`config.mk`:
```
export PLATFORM = sky130hd
export DESIGN_NAME = seq_mult_ctrl
export DESIGN_NICKNAME = d
export VERILOG_FILES = /design/src/rtl/seq_mult_pkg.sv /design/src/rtl/CLA_32bit.sv /design/src/rtl/seq_mult_ctrl.sv
export SDC_FILE = /design/constraint.sdc
export NUM_CORES = 1
export LEC_CHECK = 0
export BUFFER_PORTS_ARGS = -buffer_cell sky130_fd_sc_hd__buf_4
export CAP_MARGIN = 20
export CORE_UTILIZATION = 60
export CTS_BUF_LIST = sky130_fd_sc_hd__clkbuf_8
export CTS_CLUSTER_DIAMETER = 60
export DETAILED_ROUTE_END_ITERATION = 16
export PLACE_DENSITY = 0.95
export SKIP_CTS_REPAIR_TIMING = 1
export SLEW_MARGIN = 20
export SYNTH_ARGS = -nofsm -noshare
export SYNTH_HDL_FRONTEND = slang
export SYNTH_HIERARCHICAL = 1
export SYNTH_SLANG_ARGS = --single-unit
export TNS_END_PERCENT = 20
```
`constraint.sdc`:
```
create_clock -name clk -period 6.1 [get_ports clk]
set_input_delay 0.61 -clock clk [delete_from_list [all_inputs] [get_ports clk]]
set_output_delay 0.61 -clock clk [all_outputs]
set_load 0.01 [all_outputs]
```
`src/rtl/seq_mult_pkg.sv`:
```
// Shared constants and state encoding for the sequential shift-and-add multiplier.
package seq_mult_pkg;

    localparam int unsigned WIDTH  = 32;
    localparam int unsigned PROD_W = 2 * WIDTH;
    localparam int unsigned CNT_W  = 5;

    localparam logic [CNT_W-1:0] LAST_ITER = 5'd31;

    typedef enum logic [1:0] {
        IDLE = 2'd0,
        BUSY = 2'd1,
        DONE = 2'd2
    } state_t;

    // One iteration step: the 33-bit partial sum shifted right, carry lands in the MSB.
    function automatic logic [PROD_W-1:0] shift_step(
        input logic              cout,
        input logic [WIDTH-1:0]  sum,
        input logic [PROD_W-1:0] p
    );
        return {cout, sum, p[WIDTH-1:1]};
    endfunction

endpackage

```
`src/rtl/CLA_32bit.sv`:
```
// 32-bit carry-lookahead adder: 4-bit lookahead groups chained by group generate/propagate.
module CLA_32bit (
    input  logic [31:0] A,
    input  logic [31:0] B,
    input  logic        cin,
    output logic [31:0] sum,
    output logic        cout
);

    always_comb begin
        logic [8:0] gc;
        logic [3:0] g;
        logic [3:0] p;
        logic [3:0] c;
        logic       gg;
        logic       gp;

        gc    = '0;
        g     = '0;
        p     = '0;
        c     = '0;
        gg    = 1'b0;
        gp    = 1'b0;
        sum   = '0;
        gc[0] = cin;

        for (int i = 0; i < 8; i++) begin
            g    = A[4*i +: 4] & B[4*i +: 4];
            p    = A[4*i +: 4] ^ B[4*i +: 4];
            c[0] = gc[i];
            c[1] = g[0] | (p[0] & c[0]);
            c[2] = g[1] | (p[1] & g[0]) | (p[1] & p[0] & c[0]);
            c[3] = g[2] | (p[2] & g[1]) | (p[2] & p[1] & g[0])
                 | (p[2] & p[1] & p[0] & c[0]);
            gg   = g[3] | (p[3] & g[2]) | (p[3] & p[2] & g[1])
                 | (p[3] & p[2] & p[1] & g[0]);
            gp   = &p;
            sum[4*i +: 4] = p ^ c;
            gc[i+1]       = gg | (gp & gc[i]);
        end
    end

    assign cout = gc_out(A, B, cin);

    // Final carry recomputed from group terms so cout has no dependence on the loop locals.
    function automatic logic gc_out(
        input logic [31:0] fa,
        input logic [31:0] fb,
        input logic        fc
    );
        logic       carry;
        logic [3:0] fg;
        logic [3:0] fp;
        carry = fc;
        for (int i = 0; i < 8; i++) begin
            fg    = fa[4*i +: 4] & fb[4*i +: 4];
            fp    = fa[4*i +: 4] ^ fb[4*i +: 4];
            carry = (fg[3] | (fp[3] & fg[2]) | (fp[3] & fp[2] & fg[1])
                  | (fp[3] & fp[2] & fp[1] & fg[0])) | ((&fp) & carry);
        end
        return carry;
    endfunction

endmodule

```
`src/rtl/seq_mult_ctrl.sv`:
```
// Sequential unsigned 32x32->64 multiplier: one CLA_32bit reused over 32 shift-and-add steps.
module seq_mult_ctrl
    import seq_mult_pkg::*;
(
    input  logic              clk,
    input  logic              rst_n,
    input  logic              start,
    input  logic [WIDTH-1:0]  a,
    input  logic [WIDTH-1:0]  b,
    output logic              busy,
    output logic              done,
    output logic [PROD_W-1:0] product
);

    state_t             r_state;
    logic [WIDTH-1:0]   r_m;
    logic [PROD_W-1:0]  r_p;
    logic [CNT_W-1:0]   r_cnt;

    logic [WIDTH-1:0]   w_add_b;
    logic [WIDTH-1:0]   w_sum;
    logic               w_cout;
    logic [PROD_W-1:0]  w_p_next;

    assign w_add_b  = r_p[0] ? r_m : WIDTH'(0);
    assign w_p_next = shift_step(w_cout, w_sum, r_p);

    CLA_32bit u_cla (
        .A    (r_p[PROD_W-1:WIDTH]),
        .B    (w_add_b),
        .cin  (1'b0),
        .sum  (w_sum),
        .cout (w_cout)
    );

    always_ff @(posedge clk or negedge rst_n) begin
        if (!rst_n) begin
            r_state <= IDLE;
            r_m     <= '0;
            r_p     <= '0;
            r_cnt   <= '0;
            product <= '0;
            busy    <= 1'b0;
            done    <= 1'b0;
        end else begin
            case (r_state)
                IDLE: begin
                    done <= 1'b0;
                    if (start) begin
                        r_m     <= a;
                        r_p     <= {WIDTH'(0), b};
                        r_cnt   <= '0;
                        busy    <= 1'b1;
                        r_state <= BUSY;
                    end
                end
                BUSY: begin
                    r_p   <= w_p_next;
                    r_cnt <= r_cnt + CNT_W'(1);
                    // Final step publishes the freshly computed accumulator on the same edge.
                    if (r_cnt == LAST_ITER) begin
                        product <= w_p_next;
                        done    <= 1'b1;
                        r_state <= DONE;
                    end
                end
                DONE: begin
                    done    <= 1'b0;
                    busy    <= 1'b0;
                    r_state <= IDLE;
                end
                default: begin
                    done    <= 1'b0;
                    busy    <= 1'b0;
                    r_state <= IDLE;
                end
            endcase
        end
    end

endmodule

```
==> flow_metrics.env, run 1 <==
export IMPL_synthTopCellsByCount="169 x dfrtp_1, 141 x nand2_1, 64 x mux2_2, 34 x a22o_1, 34 x ha_1"
export IMPL_powerDensity_nw_per_um2=504
export IMPL_ys_top_cells_by_area="dfrtp_1 52%, mux2_2 8.8%, nand2_1 6.5%"
export IMPL_synthCells=718
export IMPL_ant_nets=0
export IMPL_synth_top_area_share=0.519
export IMPL_ys_types=60
export IMPL_post_route_util=0.728
export IMPL_instances_no_fill=1030
export IMPL_dpl_cell_count=998
export IMPL_ys_ff_latch=169
export IMPL_met2_usage=0.447
export IMPL_overflow=0
export IMPL_first_pass_iters=4
export IMPL_clock_fmax_mhz=266
export IMPL_synth_most_common_cell="dfrtp_1"
export IMPL_num_io_pins=133
export IMPL_wl_per_cell_um=17.6
export IMPL_p_switching_mw=1.78
export IMPL_cts_tree="yes"
export IMPL_async_reset_ff_frac=1.00
export IMPL_grt_max_degree=97
export IMPL_path_delay_family="compound AO/OA/AOI/OAI gates"
export IMPL_seqPwrFrac=0.408
export IMPL_cts_sinks=169
export IMPL_n_fill_cell=893
export IMPL_drc=0
export IMPL_worst_ep_arrival_time_ps=4120
export IMPL_portBuffers=132
export IMPL_finalSetupViolations=0
export IMPL_drtIter0Drc=366
export IMPL_hold_class="in -> async"
export IMPL_clk_insertion_delay_late_ps=470
export IMPL_top_usage_layer="met2"
export IMPL_ys_warn_count=6
export IMPL_rsz0062_at_grt="false"
export IMPL_ys_seq_area_frac=0.519
export IMPL_path_class="reg -> reg"
export IMPL_r2r_slack_ps=2340
export IMPL_grtUsageTotal=0.273
export IMPL_nets=950
export IMPL_wl_um=18100
export IMPL_min_period_ps=3760
export IMPL_grt_pass1_vias=6121
export IMPL_met1_usage=0.349
export IMPL_htreeDepth=4
export IMPL_synth_top_cell_by_area="dfrtp_1"
export IMPL_clkTransAtPathRegs_ps=90
export IMPL_relSlewSlack=0.383
export IMPL_synth_area_um2=8150
export IMPL_clock_skew_ps=12.2
export IMPL_fin_crit_sh=0.617
export IMPL_synth_avg_cell_area_um2=11.4
export IMPL_worstSetupEndpointType="register"
export IMPL_cp_max_fo=34
export IMPL_grt_pass1_wl_um=29900
export IMPL_critPathBufInv=0
export IMPL_rows=42
export IMPL_outcome="complete, no violations"
export IMPL_max_stage_delay_ps=950
export IMPL_ys_flop_type="dfrtp_1"
export IMPL_antenna_found_initial=0
export IMPL_die_w_um=119
export IMPL_start_util=0.616
export IMPL_swShare=0.366
export IMPL_comb_power_share=0.421
export IMPL_start_kind="register"
export IMPL_dp_hpwl_um=12200
export IMPL_diodes=0
export IMPL_use_met3=0.0816
export IMPL_path_cells="and2_1, ha_1, a21oi_1, o21ai_0, a22oi_2, o21ai_2, o21ai_4, a21oi_1, nor2_1, o21ai_0, fa_1, xor2_1, mux2_2"
export IMPL_crit_required_ps=6450
export IMPL_power_share_clock=0.171
export IMPL_globalplace_congestion=0.869
export IMPL_core_area_um2=13200
export IMPL_finalHoldViolations=0
export IMPL_setup_tns_ps=0
export IMPL_cts_buffers=17
export IMPL_worst_pin_slew_ps=926
export IMPL_worst_ir_drop_vdd_v=0.000277
export IMPL_vias=5883
export IMPL_vias_per_cell=5.71
export IMPL_clock_path_buffers=2
export IMPL_synthToLayoutAreaGrowth_pct=18.3
export IMPL_slowest_stage="dfrtp_1"
export IMPL_maxCapViolCount=0
export IMPL_drive_above_1_share=0.301
export IMPL_cts_root_buffer="clkbuf_8"
export IMPL_synth_edf_count=0
export IMPL_intPower_mw=3.08
export IMPL_fp_dieH_um=119
export IMPL_report_final_slew_viol_count=0
export IMPL_p_leak_nw=4.80
export IMPL_fp_dieArea_um2=14100
power by group through the flow:
stage | clock, mW | combinational (mW) | sequential [mW]
2_1_floorplan | 0 | 1.30 | 1.97
4_1_cts | 0.844 | 2.05 | 1.98
3_3_place_gp | 0 | 1.92 | 1.97
6_report | 0.831 | 2.05 | 1.98
5_1_grt | 0.888 | 2.24 | 2.05
3_5_place_dp | 0 | 2.03 | 1.99
state kept, by name, summed over array words and instances, names as in the netlist:
signal,cells
busy,1
r_state,2
r_cnt,5
product,64
r_p,64
r_m,32
done,1
per-stage QoR:
step	cell area (um2)	setup WS, ps	hold WS, ps	power, mW
finish	9640	2340	219	4.86
global route	9640	2120	275	5.18
CTS	9640	2340	229	4.87
detailed placement	9220	2390	455	4.02
global placement	9220	2560	454	3.89
floorplan	8160	3050	314	3.28
final timing paths:
check                       start           to  cells past startpoint
min in group clk             a[6]       r_m[6]                      3
max in group asynchronous   rst_n      r_p[54]                      2
min                         rst_n      r_p[43]                      1
max                        r_p[0]  product[60]                     13
min reg2reg                r_m[4]       r_m[4]                      2
max reg2reg                r_p[0]  product[60]                     13
layer usage:
metal / vias up / share of wire
met5: - / 0
met4: 0 / 0.015
met3: 29 / 0.062
met2: 163 / 0.49
met1: 2948 / 0.43
li1: 2743 / -
logic make-up after synthesis:
kind of cell    Yosys count  synth area share
compound gates          159             0.141
xor+xnor                 23            0.0247
fa+ha+maj                42            0.0718
buf+inv                  51            0.0347
flops                   169             0.519
mux                      66            0.0909
other cells               1          0.000460
simple gates            207             0.118
cell type report:
class | count | area (um2) | area share
multi-input cells | 500 | 3660 | 0.380
clock buffers | 18 | 248 | 0.0257
inverters | 12 | 45.0 | 0.00467
flip-flops and latches | 169 | 4230 | 0.439
clock inverters | 14 | 171 | 0.0178
repair buffers | 141 | 1060 | 0.110
well taps | 176 | 220 | 0.0228
placed cells by master, fill, tap and decap left out, types with 13 or more instances in the layout:
cell      Yosys  final
a21oi_1      22     22
a22o_1       34     34
a22oi_1      31     31
and2_1       32     32
buf_4         1    140
clkbuf_8      0     18
dfrtp_1     169    169
ha_1         34     34
mux2_2       64     64
nand2_1     141    140
o21ai_0      21     21
o21ai_1      20     20
xor2_1       13     13
Note: power is estimated with default switching activity, not from simulation.
==> run 2, diff against run 1 <==
--- a/config.mk
+++ b/config.mk
@@ -7,11 +7,11 @@
 export LEC_CHECK = 0
 export BUFFER_PORTS_ARGS = -buffer_cell sky130_fd_sc_hd__buf_4
 export CAP_MARGIN = 20
-export CORE_UTILIZATION = 60
+export CORE_UTILIZATION = 53
 export CTS_BUF_LIST = sky130_fd_sc_hd__clkbuf_8
 export CTS_CLUSTER_DIAMETER = 60
 export DETAILED_ROUTE_END_ITERATION = 16
-export PLACE_DENSITY = 0.95
+export PLACE_DENSITY = 0.9
 export SKIP_CTS_REPAIR_TIMING = 1
 export SLEW_MARGIN = 20
 export SYNTH_ARGS = -nofsm -noshare
==> constraint.sdc (replaced) <==
create_clock -name clk -period 3 [get_ports clk]
set_input_delay 0.3 -clock clk [delete_from_list [all_inputs] [get_ports clk]]
set_output_delay 0.3 -clock clk [all_outputs]
set_load 0.01 [all_outputs]
==> flow_metrics.env, run 2 (same netlist as run 1, synthesis figures left out) <==
export IMPL_outcome="complete, but fails checks"
export IMPL_failed_checks="setup timing"
export IMPL_clock_skew_ps=14.8
export IMPL_intPower_mw=6.61
export IMPL_globalplace_congestion=0.846
export IMPL_maxCapViolCount=0
export IMPL_setup_tns_ps=-448
export IMPL_wl_per_cell_um=17.6
export IMPL_num_io_pins=133
export IMPL_hold_class="in -> reg"
export IMPL_first_pass_iters=5
export IMPL_path_cells="buf_6, and2_4, ha_4, nand2_2, nor4_2, nor2_2, o21ai_2, o21ai_4, a21oi_4, nor2_4, o21ai_2, fa_2, mux2_4"
export IMPL_clkTransAtPathRegs_ps=90
export IMPL_synthToLayoutAreaGrowth_pct=25.7
export IMPL_drc=0
export IMPL_clock_path_buffers=2
export IMPL_min_period_ps=3120
export IMPL_powerDensity_nw_per_um2=1030
export IMPL_finalHoldWorstSlack_ps=27.1
export IMPL_n_fill_cell=1030
export IMPL_start_kind="register"
export IMPL_seq_area_um2=4230
export IMPL_cp_max_fo=6
export IMPL_rows=44
export IMPL_grt_pass1_wl_um=30200
export IMPL_nets=991
export IMPL_r2r_slack_ps=-120
export IMPL_whs_path_depth=3
export IMPL_fin_area_um2=10200
export IMPL_power_share_clock=0.152
export IMPL_dpl_cell_area_um2=9490
export IMPL_slowest_stage="dfrtp_4"
export IMPL_r2r_end="product[59]"
export IMPL_rsz0062_at_grt="true"
export IMPL_worst_pin_slew_ps=691
export IMPL_wl_um=19000
export IMPL_worstReg2RegStart="r_p[0]"
export IMPL_place_ws_ps=-348
export IMPL_vias=6136
export IMPL_dp_hpwl_um=12400
export IMPL_cts_sinks=169
export IMPL_cts_tree="yes"
export IMPL_clk_insertion_delay_late_ps=460
export IMPL_cp_common_cell="o21ai_2"
export IMPL_ant_nets=0
export IMPL_cts_buffers=17
export IMPL_final_cell_mix="174 x buf_4, 168 x dfrtp_1, 139 x nand2_1"
export IMPL_dpl_cell_count=1038
export IMPL_fp_dieH_um=126
export IMPL_path_delay_family="adder cells"
export IMPL_diodes=0
export IMPL_post_route_util=0.694
export IMPL_drtIter0Drc=369
export IMPL_worst_ep_arrival_time_ps=3470
export IMPL_final_common_cell="buf_4"
export IMPL_layout_setup_ws_ps=-118
export IMPL_antenna_found_initial=0
export IMPL_worstSetupEndpointType="register"
export IMPL_comb_power_share=0.459
export IMPL_core_area_um2=14800
export IMPL_start_util=0.552
export IMPL_reg2regPathDepth=13
export IMPL_swShare=0.372
export IMPL_grtUsageTotal=0.242
export IMPL_relSlewSlack=0.539
export IMPL_p_leak_nw=4.99
export IMPL_cts_root_buffer="clkbuf_8"
export IMPL_drive_above_1_share=0.375
export IMPL_clock_fmax_mhz=321
export IMPL_htreeDepth=4
export IMPL_fp_dieArea_um2=15900
export IMPL_report_final_slew_viol_count=0
export IMPL_p_switching_mw=3.92
export IMPL_finalSetupViolations=8
export IMPL_die_w_um=126
export IMPL_fin_crit_sh=1.04
export IMPL_seqPwrFrac=0.389
export IMPL_instances_no_fill=1079
export IMPL_finalHoldViolations=0
export IMPL_fin_total_pwr_mw=10.5
export IMPL_overflow=0
export IMPL_min_from="a[26]"
export IMPL_min_delay_worst_endpoint="r_m[26]"
export IMPL_path_class="reg -> reg"
export IMPL_critPathBufInv=1
export IMPL_multi_input_area_um2=3940
export IMPL_vias_per_cell=5.69
export IMPL_grt_max_degree=74
export IMPL_grt_pass1_vias=6192
export IMPL_max_stage_delay_ps=540
export IMPL_portBuffers=132
export IMPL_reg_largest_list="product: 64 flops, r_p: 64 flops, r_m: 32 flops"
export IMPL_worst_ir_drop_vdd_v=0.000563
export IMPL_crit_required_ps=3350
## run 2: cell count changes in the layout (fill, tap and decap cells not counted), sizes merged
cell / change
buf: +39
bufinv: -2
clkinvlp: +2
dlygate4sd3: +2
inv: +2
clkbuf: -1
clkinv: -1
## run 2: area by class of cell
cell class | count | area share
Multi-Input combinational cell | 500 | 0.384
Timing Repair Buffer | 182 | 0.137
Clock buffer | 17 | 0.0228
Tap cell | 184 | 0.0225
Sequential cell | 169 | 0.413
Inverter | 12 | 0.00440
Clock inverter | 15 | 0.0161
## run 2: worst max-delay path by stage
| stage | start | depth (start not counted) | endpoint | slack [ps] |
|---|---|---|---|---|
| 5_1_grt | r_p[0] | 14 | product[60] | -190 |
| 6_report | r_p[0] | 13 | product[59] | -120 |
| 2_1_floorplan | r_p[0] | 14 | product[60] | -30 |
| 4_1_cts | r_p[0] | 13 | product[60] | -430 |
| 3_3_place_gp | r_p[0] | 13 | product[60] | -200 |
| 3_5_place_dp | r_p[0] | 13 | product[60] | -350 |
## run 2: worst min-delay path, delay by kind of cell
family / cells / cell delay, ps
AND/OR/NAND/NOR: 2 / 80
buffers and inverters: 1 / 80
## run 2: power by group through the flow
| stage | registers [mW] | clock network (mW) | logic, mW |
|---|---|---|---|
| after floorplan | 4.01 | 0 | 2.65 |
| after global placement | 4.03 | 0 | 4.18 |
| after detailed placement | 4.06 | 0 | 4.38 |
| after CTS | 4.04 | 1.63 | 4.40 |
| after global routing | 4.22 | 1.73 | 5.28 |
| final | 4.09 | 1.60 | 4.83 |
## run 2: per-layer routing
layer,vias up,wire length (um),GRT usage,part of all wire
met2,187,9190,0.397,0.48
met4,0,397,0.0702,0.021
met5,-,0,0,0
li1,2838,-,-,-
met3,33,1230,0.0752,0.065
met1,3078,8140,0.310,0.43
